**src/rtl/cl_frame_drain_if.sv**
```systemverilog
// Write-request channel from cl_frame_drain toward the host write path.
// master: drives the request (cl_frame_drain); slave: returns wr_ready.
interface cl_frame_drain_if #(
  parameter int CL     = 512,
  parameter int ADDR_W = 42
) ();
  logic              wr_valid;
  logic              wr_ready;
  logic [ADDR_W-1:0] wr_addr;
  logic [CL-1:0]     wr_data;
  logic              wr_sop;
  logic              wr_eop;

  modport master (
    output wr_valid, wr_addr, wr_data, wr_sop, wr_eop,
    input  wr_ready
  );

  modport slave (
    input  wr_valid, wr_addr, wr_data, wr_sop, wr_eop,
    output wr_ready
  );
endinterface

```
**src/rtl/cl_frame_drain.sv**
```systemverilog
// cl_frame_drain: reads one buffered frame out of the post-AFU CL buffer and
// issues it as addressed cache-line write requests. A 2-entry queue absorbs
// the buffer's one-cycle read latency so write backpressure never drops data.
// Optional build macro CL_FRAME_DRAIN_STATS_EN enables the frame_cnt counter;
// when undefined, frame_cnt is tied to zero.
module cl_frame_drain #(
  parameter int CL     = 512,
  parameter int W_LEN  = 10,
  parameter int ADDR_W = 42
) (
  input  logic              clk,
  input  logic              rst_n,
  input  logic              ff_rd_ready,
  input  logic [W_LEN-1:0]  sb_len,
  output logic              ff_rdreq,
  input  logic [CL-1:0]     ff_q,
  output logic              ff_rd_finish,
  input  logic [ADDR_W-1:0] wr_base,
  cl_frame_drain_if.master  wr,
  output logic              busy,
  output logic [15:0]       frame_cnt
);

  typedef enum logic [2:0] {
    S_IDLE, S_LOAD, S_READ, S_DRAIN, S_FIN, S_HOLD
  } state_t;

  state_t            state_q, state_d;
  logic [W_LEN-1:0]  len_q, issued_q, emitted_q;
  logic [ADDR_W-1:0] base_q;
  logic              inflight_q;
  logic [CL-1:0]     mem_q [2];
  logic              wr_ptr_q, rd_ptr_q;
  logic [1:0]        count_q;

  logic              push, pop, credit_ok;
  logic [2:0]        occ, lim;

  assign push        = inflight_q;
  assign wr.wr_valid = (count_q != 2'd0);
  assign pop         = wr.wr_valid & wr.wr_ready;
  assign occ         = {1'b0, count_q} + {2'b00, inflight_q};
  assign lim         = 3'd2 + {2'b00, pop};
  assign credit_ok   = (occ < lim);

  assign wr.wr_data  = mem_q[rd_ptr_q];
  assign wr.wr_addr  = base_q + ADDR_W'(emitted_q);
  assign wr.wr_sop   = wr.wr_valid && (emitted_q == '0);
  assign wr.wr_eop   = wr.wr_valid && (emitted_q == len_q - W_LEN'(1));
  assign busy        = (state_q != S_IDLE);

  // FSM state register.
  always_ff @(posedge clk or negedge rst_n) begin
    if (!rst_n) state_q <= S_IDLE;
    else        state_q <= state_d;
  end

  // Next-state, read request and finish pulse.
  always_comb begin
    state_d      = state_q;
    ff_rdreq     = 1'b0;
    ff_rd_finish = 1'b0;
    unique case (state_q)
      S_IDLE:  if (ff_rd_ready) state_d = S_LOAD;
      S_LOAD:  state_d = (sb_len == '0) ? S_FIN : S_READ;
      S_READ: begin
        if (credit_ok) begin
          ff_rdreq = 1'b1;
          if (issued_q == len_q - W_LEN'(1)) state_d = S_DRAIN;
        end
      end
      // Leave as soon as the queue empties on this edge, so the finish
      // pulse lands the cycle right after the last line is accepted.
      S_DRAIN: begin
        if (!inflight_q && (count_q == 2'd0 || (count_q == 2'd1 && pop)))
          state_d = S_FIN;
      end
      S_FIN: begin
        ff_rd_finish = 1'b1;
        state_d      = S_HOLD;
      end
      S_HOLD:  if (!ff_rd_ready) state_d = S_IDLE;
      default: state_d = S_IDLE;
    endcase
  end

  // Frame bookkeeping, read-return tracking and the 2-entry output queue.
  always_ff @(posedge clk or negedge rst_n) begin
    if (!rst_n) begin
      len_q      <= '0;
      base_q     <= '0;
      issued_q   <= '0;
      emitted_q  <= '0;
      inflight_q <= 1'b0;
      mem_q[0]   <= '0;
      mem_q[1]   <= '0;
      wr_ptr_q   <= 1'b0;
      rd_ptr_q   <= 1'b0;
      count_q    <= '0;
    end else begin
      if (state_q == S_LOAD) begin
        len_q     <= sb_len;
        base_q    <= wr_base;
        issued_q  <= '0;
        emitted_q <= '0;
      end
      if (ff_rdreq) issued_q <= issued_q + W_LEN'(1);
      inflight_q <= ff_rdreq;
      if (push) begin
        mem_q[wr_ptr_q] <= ff_q;
        wr_ptr_q        <= ~wr_ptr_q;
      end
      if (pop) begin
        rd_ptr_q  <= ~rd_ptr_q;
        emitted_q <= emitted_q + W_LEN'(1);
      end
      unique case ({push, pop})
        2'b10:   count_q <= count_q + 2'd1;
        2'b01:   count_q <= count_q - 2'd1;
        default: count_q <= count_q;
      endcase
    end
  end

`ifdef CL_FRAME_DRAIN_STATS_EN
  logic [15:0] frame_cnt_q;

  // Completed-frame counter; wraps at 2^16.
  always_ff @(posedge clk or negedge rst_n) begin
    if (!rst_n)                frame_cnt_q <= '0;
    else if (state_q == S_FIN) frame_cnt_q <= frame_cnt_q + 16'd1;
  end

  assign frame_cnt = frame_cnt_q;
`else
  assign frame_cnt = '0;
`endif

endmodule

```
**src/flat_wrapper.sv**
```systemverilog
// flat-port wrapper written by rule: the top's interface ports become plain ports
module cl_frame_drain_flat 
#(
  parameter int CL     = 512,
  parameter int W_LEN  = 10,
  parameter int ADDR_W = 42
)
  (clk, rst_n, ff_rd_ready, sb_len, ff_rdreq, ff_q, ff_rd_finish, wr_base, busy, frame_cnt, wr_wr_valid, wr_wr_addr, wr_wr_data, wr_wr_sop, wr_wr_eop, wr_wr_ready);
  cl_frame_drain_if #(.CL(CL), .ADDR_W(ADDR_W)) wr_i ();
  input  logic clk;
  input  logic rst_n;
  input  logic ff_rd_ready;
  input  logic [W_LEN-1:0] sb_len;
  output logic ff_rdreq;
  input  logic [CL-1:0] ff_q;
  output logic ff_rd_finish;
  input  logic [ADDR_W-1:0] wr_base;
  output logic busy;
  output logic [15:0] frame_cnt;
  output wire logic [$bits(wr_i.wr_valid)-1:0] wr_wr_valid;
  output wire logic [$bits(wr_i.wr_addr)-1:0] wr_wr_addr;
  output wire logic [$bits(wr_i.wr_data)-1:0] wr_wr_data;
  output wire logic [$bits(wr_i.wr_sop)-1:0] wr_wr_sop;
  output wire logic [$bits(wr_i.wr_eop)-1:0] wr_wr_eop;
  input wire logic [$bits(wr_i.wr_ready)-1:0] wr_wr_ready;
  assign wr_wr_valid = wr_i.wr_valid;
  assign wr_wr_addr = wr_i.wr_addr;
  assign wr_wr_data = wr_i.wr_data;
  assign wr_wr_sop = wr_i.wr_sop;
  assign wr_wr_eop = wr_i.wr_eop;
  assign wr_i.wr_ready = wr_wr_ready;
  cl_frame_drain #(.CL(CL), .W_LEN(W_LEN), .ADDR_W(ADDR_W)) u_core (.clk(clk), .rst_n(rst_n), .ff_rd_ready(ff_rd_ready), .sb_len(sb_len), .ff_rdreq(ff_rdreq), .ff_q(ff_q), .ff_rd_finish(ff_rd_finish), .wr_base(wr_base), .wr(wr_i), .busy(busy), .frame_cnt(frame_cnt));
endmodule
```
**config.mk**
```make
export PLATFORM = sky130hd
export DESIGN_NAME = cl_frame_drain_flat
export DESIGN_NICKNAME = d
export VERILOG_FILES = /design/src/rtl/cl_frame_drain_if.sv /design/src/rtl/cl_frame_drain.sv /design/src/flat_wrapper.sv
export SDC_FILE = /design/constraint.sdc
export NUM_CORES = 1
export LEC_CHECK = 0
export CORE_AREA = 10 10 441 443
export CTS_CLUSTER_DIAMETER = 50
export DETAILED_ROUTE_END_ITERATION = 16
export DIE_AREA = 0 0 451 453
export MAX_ROUTING_LAYER = met4
export PLACE_DENSITY = 0.53
export SLEW_MARGIN = 5
export SYNTH_ARGS = -nofsm -noshare
export SYNTH_HDL_FRONTEND = slang
export SYNTH_SLANG_ARGS = --single-unit
```
**constraint.sdc**
```tcl
create_clock -name clk -period 3.9 [get_ports clk]
set_input_delay 0.78 -clock clk [delete_from_list [all_inputs] [get_ports clk]]
set_output_delay 0.78 -clock clk [all_outputs]
set_load 0.03 [all_outputs]
```
Yosys cells after proc, flatten, opt, wreduce, memory -nomap -nowiden
Index checks and enable logic that the tools add are counted.

storage, ports and cells
  flip-flop bits (word level) = 1104
  input bits = 568
  word-level logic and storage cells = 80

operators by class
  add/subtract/negate cells = 8
  magnitude comparators = 4
  equal/unequal tests = 15
  multiplexer cells = 20
  bitwise operators = 5
  reductions and logical operators = 17

operator list
  cell                                                                  number
  512-bit 2-to-1 mux                                                    4
  1024-bit bitwise mux                                                  1
  512-bit demux with 1-bit select                                       1
  42-bit by 10-bit adder with 42-bit output                             1
  10-bit 2-to-1 mux                                                     3
  10-bit by 1-bit adder with 10-bit output, second input constant       2
  10-bit == test                                                        2
  10-bit logical NOT                                                    2
  3-bit 2-to-1 mux                                                      6
  3-bit one-hot mux with 6 select lines                                 1
  10-bit by 1-bit subtractor with 10-bit output, second input constant  1
  2-bit nonzero test                                                    4
  3-bit by 2-bit == test with 1-bit output, second input constant       2
  3-bit == test, second input constant                                  2
  2-bit by 1-bit != test with 1-bit output, second input constant       3
  1-bit logical AND                                                     5
  5-bit AND reduction                                                   1
  2-bit by 1-bit == test with 1-bit output, second input constant       2
  2-bit >= comparator, second input constant                            2
  2-bit != test, second input constant                                  2
  1-bit NOT with 2-bit output                                           2
  2-bit one-hot mux with 2 select lines                                 1
  2-bit by 1-bit adder with 3-bit output                                1
  2-bit by 1-bit adder with 3-bit output, first input constant          1
  14 further kinds                                                      17

Longest topological paths before layout
Gate-level depths: netlist of the first run.

  depth after elaboration = 7
  gate-level depth with buffers = 10
  mapped depth without buffers = 10

Worst setup path after synthesis of the first run
Ideal clock, no wire load.

  path type = flip-flop to output port
  start = reg u_core.len_q[0]
  end = out wr_wr_eop
  arrival time = 3.379 ns
  data required time = 3.120 ns
  setup slack = -0.259 ns
  cell stages (with the launch flop) = 7
  cells stage by stage = dfrtp_1 or4_4 buf_6 or4_4 xor2_1 a21oi_1 a2111oi_0

on the way
  cells in the longest elaborated chain, start to end = 3

ends and longest elaborated chain
  what                                           RTL line               text
  start, declared                                cl_frame_drain.sv:29   logic [W_LEN-1:0] len_q, issued_q, emitted_q;
  start signal, assigned                         cl_frame_drain.sv:102  len_q <= sb_len;
  10-bit by 1-bit subtractor with 10-bit output  cl_frame_drain.sv:49   assign wr.wr_eop = wr.wr_valid && (emitted_q == len_q - W_LEN'(1));
  10-bit == test                                 cl_frame_drain.sv:49
  1-bit logical AND                              cl_frame_drain.sv:49
  end, declared                                  flat_wrapper.sv:24     output wire logic [$bits(wr_i.wr_eop)-1:0] wr_wr_eop;

Every way passes these cells.

Final worst setup path of the first run
  start = reg u_core.emitted_q[0]
  end = out wr_wr_addr[20]

on the way
  cells in the longest elaborated chain, start to end = 1

ends and longest elaborated chain
  what                                       RTL line               text
  start, declared                            cl_frame_drain.sv:29
  start signal, assigned                     cl_frame_drain.sv:115  emitted_q <= emitted_q + W_LEN'(1);
  42-bit by 10-bit adder with 42-bit output  cl_frame_drain.sv:47   assign wr.wr_addr = base_q + ADDR_W'(emitted_q);
  end, declared                              flat_wrapper.sv:21     output wire logic [$bits(wr_i.wr_addr)-1:0] wr_wr_addr;

Every way passes these cells.

==> results of run 1 <==
-- routing by layer --
layer	global-route usage [%]	share of wire (%)	vias to the layer above
li1	-	-	14485
met1	18.6	40	16538
met2	28.3	51	827
met3	5.58	6.9	221
met4	4.61	2.2	0
met5	-	0	-
-- synth_stat cells (2+ instances only) --
| master | count |
|---|---|
| nand2b_1 | 6 |
| mux2i_1 | 2 |
| ha_1 | 19 |
| o211ai_1 | 4 |
| o22ai_1 | 2 |
| nor2b_1 | 2 |
| o21a_1 | 2 |
| buf_6 | 3 |
| nor3b_1 | 4 |
| nand2_1 | 185 |
| nand3_1 | 25 |
| nor2_1 | 24 |
| a211oi_1 | 2 |
| buf_4 | 18 |
| nor3_1 | 16 |
| buf_1 | 3 |
| nand3b_1 | 2 |
| dfrtp_1 | 1104 |
| o21bai_1 | 3 |
| a2111oi_0 | 2 |
| and3_1 | 6 |
| and4_1 | 5 |
| o21ai_1 | 7 |
| a21o_1 | 7 |
| inv_1 | 17 |
| clkbuf_1 | 191 |
| o21ai_0 | 19 |
| nand4_1 | 10 |
| a31oi_1 | 7 |
| xor2_1 | 33 |
| or4_4 | 2 |
| a21oi_1 | 19 |
| mux2_2 | 1536 |
| xnor2_1 | 37 |
| or3_1 | 2 |
| nor4_1 | 8 |
| nor4b_1 | 2 |
| o31ai_1 | 4 |
-- state kept, by name (all words and copies together) (netlist names), 2 cells and up --
register / count
u_core.base_q: 42
u_core.count_q: 2
u_core.mem_q: 1024
u_core.issued_q: 10
u_core.len_q: 10
u_core.state_q: 3
u_core.emitted_q: 10
-- worst paths after layout --
path                       cells after the start                       endpoint                       startpoint  slack, ns
setup / recovery                              10                 wr_wr_addr[20]  u_core.emitted_q[0]$_DFFE_PN0P_      -0.21
hold reg to reg                                2   u_core.base_q[4]$_DFFE_PN0P_     u_core.base_q[4]$_DFFE_PN0P_       0.49
setup reg to reg                              10  u_core.state_q[0]$_DFFE_PN0P_      u_core.len_q[0]$_DFFE_PN0P_       1.21
min in group asynchronous                      2  u_core.mem_q[155]$_DFFE_PN0P_                            rst_n       0.59
max in group asynchronous                      3   u_core.mem_q[28]$_DFFE_PN0P_                            rst_n       2.14
hold / removal                                 2   u_core.base_q[4]$_DFFE_PN0P_     u_core.base_q[4]$_DFFE_PN0P_       0.49
-- tightest hold or removal path, stage by stage, from the launching register on --
cell and delay (ns):
dfrtp_1 0.35, nand2_1 0.05, nand2_1 0.06
-- layout make-up --
cell class	instances	share of cell area, %
clock buffers	211	6.38
flip-flops and latches	1104	39.7
clock inverters	62	1.19
inverters	19	0.103
well taps	2480	4.46
multi-input cells	2041	29.6
diodes	47	0.169
repair buffers	1253	18.4
-- placed cells by master, fill, tap and decap left out, types with 22 or more instances in the layout --
master / count
mux2_2: 1536
dfrtp_1: 1099
clkdlybuf4s50_1: 1086
nand2_1: 182
clkbuf_16: 156
buf_4: 92
buf_12: 49
diode_2: 47
clkbuf_8: 33
xor2_1: 32
xnor2_1: 31
nand3_1: 22
clkbuf_1: 22
-- timing repair --
item / 4_1_cts / 5_1_grt
setup endpoints to repair: 438 / 33
hold endpoints to repair: 11 / 0
cloned: 0 / 1
hold buffers: 1 / 0
setup buffers: 19 / 4
gates resized for setup: 83 / 54
pin swaps: 12 / 9
-- kinds of logic after synthesis --
group                      Yosys count
muxes                             1538
DFF                               1104
and+or+nand+nor                    305
buffers and inverters              234
AOI/OAI and AO/OA                   92
xor gates and xnor gates            70
adders and majority gates           20
other                                1
-- per-stage QoR --
step                      power (mW)  setup WS (ns)
after floorplan                 43.0          0.122
after global placement          58.9          0.292
after detailed placement        59.2          0.289
after CTS                       74.2         -0.243
after global routing            76.9         -0.361
final                           73.2         -0.208
-- power groups by stage --
stage,Sequential [mW],Clock (mW),Combinational (mW)
2_1_floorplan,19.4,0,23.7
3_3_place_gp,20.2,0,38.7
3_5_place_dp,20.4,0,38.7
4_1_cts,20.2,14.8,39.2
5_1_grt,21.0,15.3,40.6
6_report,20.3,14.3,38.6
==> results.cfg, run 1 <==
[power_and_ir_drop]
p_comb_share_pct = 52.7
swShare_pct = 39.5
pwr-share-seq_pct = 27.7
vdd_ir_drop_max_mv = 0.602
p_leak_nw = 28.3
power_density_nw_per_um2 = 1050
p_sw_mw = 28.9
clkPwrFrac_pct = 19.6
internal-power_mw = 44.3

[sta]
period_share_pct = 105
relSlewSlack_pct = 43.3
slew_viol_final = 0
fmax_mhz = 243
worst_pin_slew_ns = 0.851
holdWs_ns = 0.490
layout_min_cycle_time_ns = 4.11
finalHoldViolations = 0
final.setup.tns_ns = -2.26
fin_ws_ns = -0.208
final.setup_skew_ns = 0.0308
rsz0062_at_grt = true
setup_viol = 16

[place]
dp_hpwl_mm = 129
port_buffers = 1127
place_area_um2 = 63600
dp.cells = 6872
gp_congestion = 0.819

[clock_network]
cts_tree = yes
cts_sinks = 1104
clk_pin_slew_ns = 0.05
cts_max_path_buffers = 3
cts_max_level = 4
cts-root-buf = clkbuf_16
clock_latency_ns = 0.80
cts_buffers = 153

[yosys]
yosys.area.top_type = dfrtp_1
synth-edff-count = 0
synth_cells = 3364
syn_avg_cell_area_um2 = 14.5
synth_cell_types = 62
synth_seq_cells = 1104
synthMuxAreaShare_pct = 35.5
synth_top_family_by_area = multiplexers
synth_ff_type = dfrtp_1
synthAdderAreaFrac_pct = 0.529
synth.yosys.seq_area_share_pct = 56.6
synth_area_um2 = 48800
ys_warn_count = 0
synthTopCellsByArea = dfrtp_1 (57%), mux2_2 (35%), clkbuf_1 (1.5%)
synthArstFlopShare_pct = 100
synth_top_area_share_pct = 56.6
synth_compound_area_share_pct = 1.23
yosys.area_share.simple_pct = 2.84
synthXorXnorAreaFrac_pct = 1.26

[global_routing]
first_global_vias = 34983
grt_overflow = 0
antenna_found_initial = 58
grt_pass1_wl_mm = 247
gr-usage-all-layers_pct = 16.6
grt_max_degree = 90

[setup_path]
cp_top_family = compound AO/OA/AOI/OAI gates
worstPathRequired_ns = 3.12
endpoint_kind = primary output
critPathKind = reg -> out
path_common_cell = buf_6
critPathMaxStageDelay_ns = 0.53
crit_buf_inv = 2
path_cells = ha_2, fa_2, a211oi_4, nor3b_4, o41a_1, buf_6, and2_4, nand3_2, xnor2_2, buf_6
crit_fanout = 4
cp-start-kind = flip-flop
cpMaxStageDelayCell = o41a_1
arrival_ns = 3.33

[finish]
instances_no_fill = 7217
fin_util_pct = 37.6
syn_to_final_growth_pct = 42.6
fillers = 17900
final_nets = 5160
seq_area_um2 = 27600
drive_gt1_share_pct = 42.9
multiInputGateArea_um2 = 20600
fin_area_um2 = 69600

[routing]
drt_iter0_drc = 1280
wirelength_mm = 171
wl_per_cell_um = 23.8
viasPerCell = 4.44
routed-via-count = 32071
first_pass_iters = 5
detail-route-antenna-nets = 0
route.detailed.drc = 0

[floorplanning]
die_y_um = 453
io_pins = 1144
num_rows = 158
dieArea_um2 = 204000
core_region_area_um2 = 185000
die_w_um = 451
start_util_pct = 26.4

[flow_run]
cap_viol_max_count = 0

[worst_hold_path]
min_path_type = reg -> reg

[status]
outcome = finished with violations
violations = setup timing
Note: power is estimated with default switching activity, not from simulation.
==> run 2, diff against run 1 <==
--- a/config.mk
+++ b/config.mk
@@ -7,6 +7,7 @@
 export LEC_CHECK = 0
 export CORE_AREA = 10 10 441 443
 export CTS_CLUSTER_DIAMETER = 50
+export CTS_CLUSTER_SIZE = 30
 export DETAILED_ROUTE_END_ITERATION = 16
 export DIE_AREA = 0 0 451 453
 export MAX_ROUTING_LAYER = met4
==> results.cfg, run 2 (synthesized netlist as in run 1, its figures left out) <==
[power_and_ir_drop]
swShare_pct = 39.4
pwr-share-seq_pct = 27.4
p_sw_mw = 29.1
p_comb_share_pct = 52.3
power_density_nw_per_um2 = 1060
vdd_ir_drop_max_mv = 0.644
internal-power_mw = 44.8
clkPwrFrac_pct = 20.3
p_leak_nw = 28.4

[finish]
seq_area_um2 = 27600
final_cell_mix = mux2_2 (1536), dfrtp_1 (1097), clkdlybuf4s50_1 (1086), nand2_1 (182), clkbuf_16 (151)
final_common_cell = mux2_2
fin_util_pct = 37.7
top_register = u_core.mem_q
reg.largest.list = u_core.mem_q (1024), u_core.base_q (42)
syn_to_final_growth_pct = 43.1
final_nets = 5157
multiInputGateArea_um2 = 20600
drive_gt1_share_pct = 43.3
fillers = 17882
instances_no_fill = 7214
largest_register_ffs = 1024

[global_routing]
first_global_vias = 34866
grt_overflow = 0
grt_max_degree = 90
gr-usage-all-layers_pct = 16.6
grt_pass1_wl_mm = 247
antenna_found_initial = 50

[clock_network]
cts_max_level = 4
cts_max_path_buffers = 3
cts-root-buf = clkbuf_16
clock_latency_ns = 0.79
clk_pin_slew_ns = 0.05
cts_sinks = 1104
cts_tree = yes
cts_buffers = 148

[setup_path]
path_common_cell = buf_6
arrival_ns = 3.30
cp_top_family = compound AO/OA/AOI/OAI gates
cpMaxStageDelayCell = o41a_1
critPathMaxStageDelay_ns = 0.53
endpoint_kind = primary output
crit_fanout = 4
crit_cells = 10
cp-startpoint = u_core.emitted_q[0]$_DFFE_PN0P_
r2r-end = u_core.state_q[0]$_DFFE_PN0P_
path_cells = ha_2, fa_2, a211oi_4, nor3b_2, o41a_1, buf_6, and2_4, nand3_2, xnor2_2, buf_6
cp-start-kind = flip-flop
crit_end = wr_wr_addr[20]
critPathKind = reg -> out
crit_buf_inv = 2
worstPathRequired_ns = 3.12
rrSetupSlack_ns = 1.16
r2r-start = u_core.len_q[2]$_DFFE_PN0P_
ff2ff_path_depth = 11

[sta]
slew_viol_final = 0
finalHoldViolations = 0
layout_min_cycle_time_ns = 4.08
fmax_mhz = 245
rsz0062_at_grt = true
worst_pin_slew_ns = 0.838
fin_ws_ns = -0.176
final.setup_skew_ns = 0.0295
holdWs_ns = 0.489
period_share_pct = 105
relSlewSlack_pct = 44.1
setup_viol = 15

[flow_run]
cap_viol_max_count = 0

[routing]
viasPerCell = 4.43
detail-route-antenna-nets = 0
first_pass_iters = 5
wl_per_cell_um = 23.7
wirelength_mm = 171
routed-via-count = 31994
route.detailed.drc = 0
drt_iter0_drc = 1301

[place]
gp_congestion = 0.819
port_buffers = 1127
dp_hpwl_mm = 129
dp.cells = 6872

[floorplanning]
start_util_pct = 26.4
die_y_um = 453
io_pins = 1144
core_region_area_um2 = 185000
num_rows = 158
die_w_um = 451
dieArea_um2 = 204000

[worst_hold_path]
min_path_type = reg -> reg

[status]
outcome = finished with violations
violations = setup timing
## run 2: timing repair
action | 4_1_cts | 5_1_grt
hold buffers | 1 | 0
pin swaps | 11 | 11
resized for setup | 85 | 58
gates cloned | 0 | 1
setup endpoints to repair | 442 | 33
endpoints found under the hold margin | 14 | 0
buffers inserted | 19 | 6
## run 2: worst min-delay path by stage
| stage | startpoint | endpoint | slack, ns | depth (start not counted) |
|---|---|---|---|---|
| global route | wr_base[20] | u_core.base_q[20]$_DFFE_PN0P_ | 0.49 | 3 |
| global placement | u_core.base_q[8]$_DFFE_PN0P_ | u_core.base_q[8]$_DFFE_PN0P_ | 0.46 | 2 |
| floorplan | u_core.base_q[0]$_DFFE_PN0P_ | u_core.base_q[0]$_DFFE_PN0P_ | 0.45 | 2 |
| finish | u_core.base_q[4]$_DFFE_PN0P_ | u_core.base_q[4]$_DFFE_PN0P_ | 0.49 | 2 |
| CTS | wr_base[19] | u_core.base_q[19]$_DFFE_PN0P_ | 0.44 | 3 |
| detailed placement | u_core.base_q[0]$_DFFE_PN0P_ | u_core.base_q[0]$_DFFE_PN0P_ | 0.47 | 2 |
## run 2: routing by layer
layer,part of all wire [%],wire length (um),global-route usage (%)
met1,40,67900,18.5
met2,51,87000,28.2
met3,7.0,12000,5.63
met4,2.5,4290,4.91
met5,0,0,-
## run 2: area by class of cell
cell class / count / share of cell area, %
antenna: 41 / 0.147
multi-input combinational: 2041 / 29.5
timing repair buffer: 1255 / 18.3
inverter: 19 / 0.102
sequential: 1104 / 39.6
clock inverter: 95 / 2.12
tap: 2480 / 4.45
clock buffer: 179 / 5.76
## run 2: worst reg2reg max path, stage by stage (launching register included)
cell and delay, ns:
dfrtp_1 0.38, or4_4 0.54, or4_4 0.46, xor2_2 0.17, buf_4 0.14, buf_4 0.12, buf_4 0.12, buf_4 0.12
buf_4 0.12, o221ai_2 0.16, a2111oi_1 0.07, a31o_1 0.22
## run 2: power groups by stage
stage | logic, mW | clock network [mW] | registers (mW)
after floorplan | 23.7 | 0 | 19.4
after global placement | 38.7 | 0 | 20.2
after detailed placement | 38.7 | 0 | 20.4
after CTS | 39.2 | 15.5 | 20.2
final | 38.6 | 15.0 | 20.3
after global routing | 40.6 | 16.0 | 21.0
## run 2: per-stage QoR
stage / total power [mW] / area, um^2 / setup slack [ns] / setup TNS, ns
floorplan: 43.0 / 48800 / 0.122 / 0
global placement: 58.9 / 63600 / 0.292 / 0
detailed placement: 59.2 / 63600 / 0.289 / 0
CTS: 74.9 / 69400 / -0.259 / -2.86
global route: 77.6 / 69800 / -0.341 / -4.60
finish: 73.9 / 69800 / -0.176 / -1.76
==> run 3, diff against run 2 <==
--- a/config.mk
+++ b/config.mk
@@ -12,6 +12,7 @@
 export DIE_AREA = 0 0 451 453
 export MAX_ROUTING_LAYER = met4
 export PLACE_DENSITY = 0.53
+export SKIP_LAST_GASP = 1
 export SLEW_MARGIN = 5
 export SYNTH_ARGS = -nofsm -noshare
 export SYNTH_HDL_FRONTEND = slang
==> results.cfg, run 3 (synthesized netlist as in run 1, its figures left out) <==
[sta]
final.setup_skew_ns = 0.0298
slew_viol_final = 0
layout_min_cycle_time_ns = 4.08
fin_ws_ns = -0.184
setup_viol = 15
holdWs_ns = 0.489
relSlewSlack_pct = 43.7
period_share_pct = 105
worst_pin_slew_ns = 0.844
rsz0062_at_grt = true
finalHoldViolations = 0
fmax_mhz = 245

[setup_path]
arrival_ns = 3.30
rrSetupSlack_ns = 1.16
cp-start-kind = flip-flop
worstPathRequired_ns = 3.12
crit_fanout = 4
path_cells = ha_2, fa_2, a211oi_4, nor3b_2, o41a_1, buf_6, and2_4, nand3_2, xnor2_2, buf_6
critPathKind = reg -> out
r2r-start = u_core.len_q[2]$_DFFE_PN0P_
path_common_cell = buf_6
endpoint_kind = primary output
r2r-end = u_core.state_q[0]$_DFFE_PN0P_
critPathMaxStageDelay_ns = 0.53
cpMaxStageDelayCell = o41a_1
ff2ff_path_depth = 11

[status]
outcome = finished with violations
violations = setup timing

[place]
dp.cells = 6872
port_buffers = 1127
dp_slack_ns = 0.289
dp_hpwl_mm = 129
gp_congestion = 0.819

[finish]
final_cell_mix = mux2_2 (1536), dfrtp_1 (1098), clkdlybuf4s50_1 (1086), nand2_1 (183), clkbuf_16 (151)
instances_no_fill = 7214
fin_util_pct = 37.7
drive_gt1_share_pct = 43.2
syn_to_final_growth_pct = 43.1
top_register = u_core.mem_q
final_common_cell = mux2_2
final_nets = 5157
reg.largest.list = u_core.mem_q (1024), u_core.base_q (42)
largest_register_ffs = 1024

[routing]
drt_iter0_drc = 1303
routed-via-count = 32008
wirelength_mm = 171
route.detailed.drc = 0
viasPerCell = 4.44
first_pass_iters = 5
detail-route-antenna-nets = 0
wl_per_cell_um = 23.7

[clock_network]
cts_max_level = 4
cts_max_path_buffers = 3
cts_buffers = 148
cts_sinks = 1104
cts-root-buf = clkbuf_16
cts_tree = yes
clock_latency_ns = 0.79
clk_pin_slew_ns = 0.05

[flow_run]
cap_viol_max_count = 0

[global_routing]
grt_max_degree = 90
gr-usage-all-layers_pct = 16.6
grt_overflow = 0
grt_util_met3_pct = 5.63
met2_usage_pct = 28.2
antenna_found_initial = 50
grt_pass1_wl_mm = 247
first_global_vias = 34872
use_met1_pct = 18.5
busiest_layer = met2

[worst_hold_path]
min_path_type = reg -> reg
hold_path_depth = 2
min_to = u_core.base_q[4]$_DFFE_PN0P_
hold_start = u_core.base_q[4]$_DFFE_PN0P_

[floorplanning]
start_util_pct = 26.4
die_y_um = 453
die_w_um = 451
dieArea_um2 = 204000
io_pins = 1144
core_region_area_um2 = 185000
num_rows = 158

[power_and_ir_drop]
p_leak_nw = 28.4
vdd_ir_drop_max_mv = 0.643
power_density_nw_per_um2 = 1060
==> run 3: where the power goes <==
group / switching (mW) / internal, mW / leakage, nW / total (mW)
registers: 2.95 / 17.3 / 12.9 / 20.3
clock network: 5.71 / 9.30 / 2.64 / 15.0
logic: 20.5 / 18.2 / 12.8 / 38.6
total: 29.1 / 44.8 / 28.4 / 73.9
==> run 3: how the worst max path moves through the flow <==
stage | startpoint | endpoint | slack (ns) | cells past startpoint
global route | u_core.emitted_q[0]$_DFFE_PN0P_ | wr_wr_addr[20] | -0.34 | 10
finish | u_core.emitted_q[0]$_DFFE_PN0P_ | wr_wr_addr[20] | -0.18 | 10
CTS | u_core.emitted_q[0]$_DFFE_PN0P_ | wr_wr_addr[20] | -0.26 | 10
detailed placement | u_core.emitted_q[6]$_DFFE_PN0P_ | wr_wr_addr[33] | 0.29 | 9
floorplan | u_core.len_q[0]$_DFFE_PN0P_ | wr_wr_eop | 0.12 | 6
global placement | u_core.emitted_q[6]$_DFFE_PN0P_ | wr_wr_addr[41] | 0.29 | 9
==> run 3: critical path: cells and delay by family, from the launching register on <==
family | cells | cell delay (ns)
fa+ha+maj | 2 | 0.58
simple gates | 3 | 0.33
flops | 1 | 0.39
compound gates | 2 | 0.77
buf+inv | 2 | 0.33
xor+xnor | 1 | 0.11
==> run 3: metrics by stage <==
| stage | setup TNS [ns] | cell area, um^2 | total power [mW] |
|---|---|---|---|
| finish | -1.90 | 69800 | 73.9 |
| CTS | -2.98 | 69400 | 74.9 |
| global placement | 0 | 63600 | 58.9 |
| detailed placement | 0 | 63600 | 59.2 |
| global route | -4.67 | 69800 | 77.6 |
| floorplan | 0 | 48800 | 43.0 |
==> run 3: layout make-up <==
type,count,area [um^2]
fill,17880,115000
tap,2480,3100
inverter,19,71.3
sequential,1104,27600
clock inverter,95,1480
timing repair buffer,1255,12800
antenna,41,103
multi-input combinational,2041,20600
clock buffer,179,4020
==> run 3: routing by layer <==
metal | routed length (um) | vias up
met5 | 0 | -
met1 | 68100 | 16511
met4 | 4300 | 0
li1 | - | 14487
met2 | 87000 | 795
met3 | 12000 | 215
==> run 3: repair_timing <==
item                                    in CTS  in global routing
pin swaps                                   11                 11
hold endpoints to repair                    14                  0
endpoints found under the setup margin     442                 32
cloned                                       0                  1
gates resized for setup                     82                 60
hold buffers                                 1                  0
buffers inserted                            19                  6
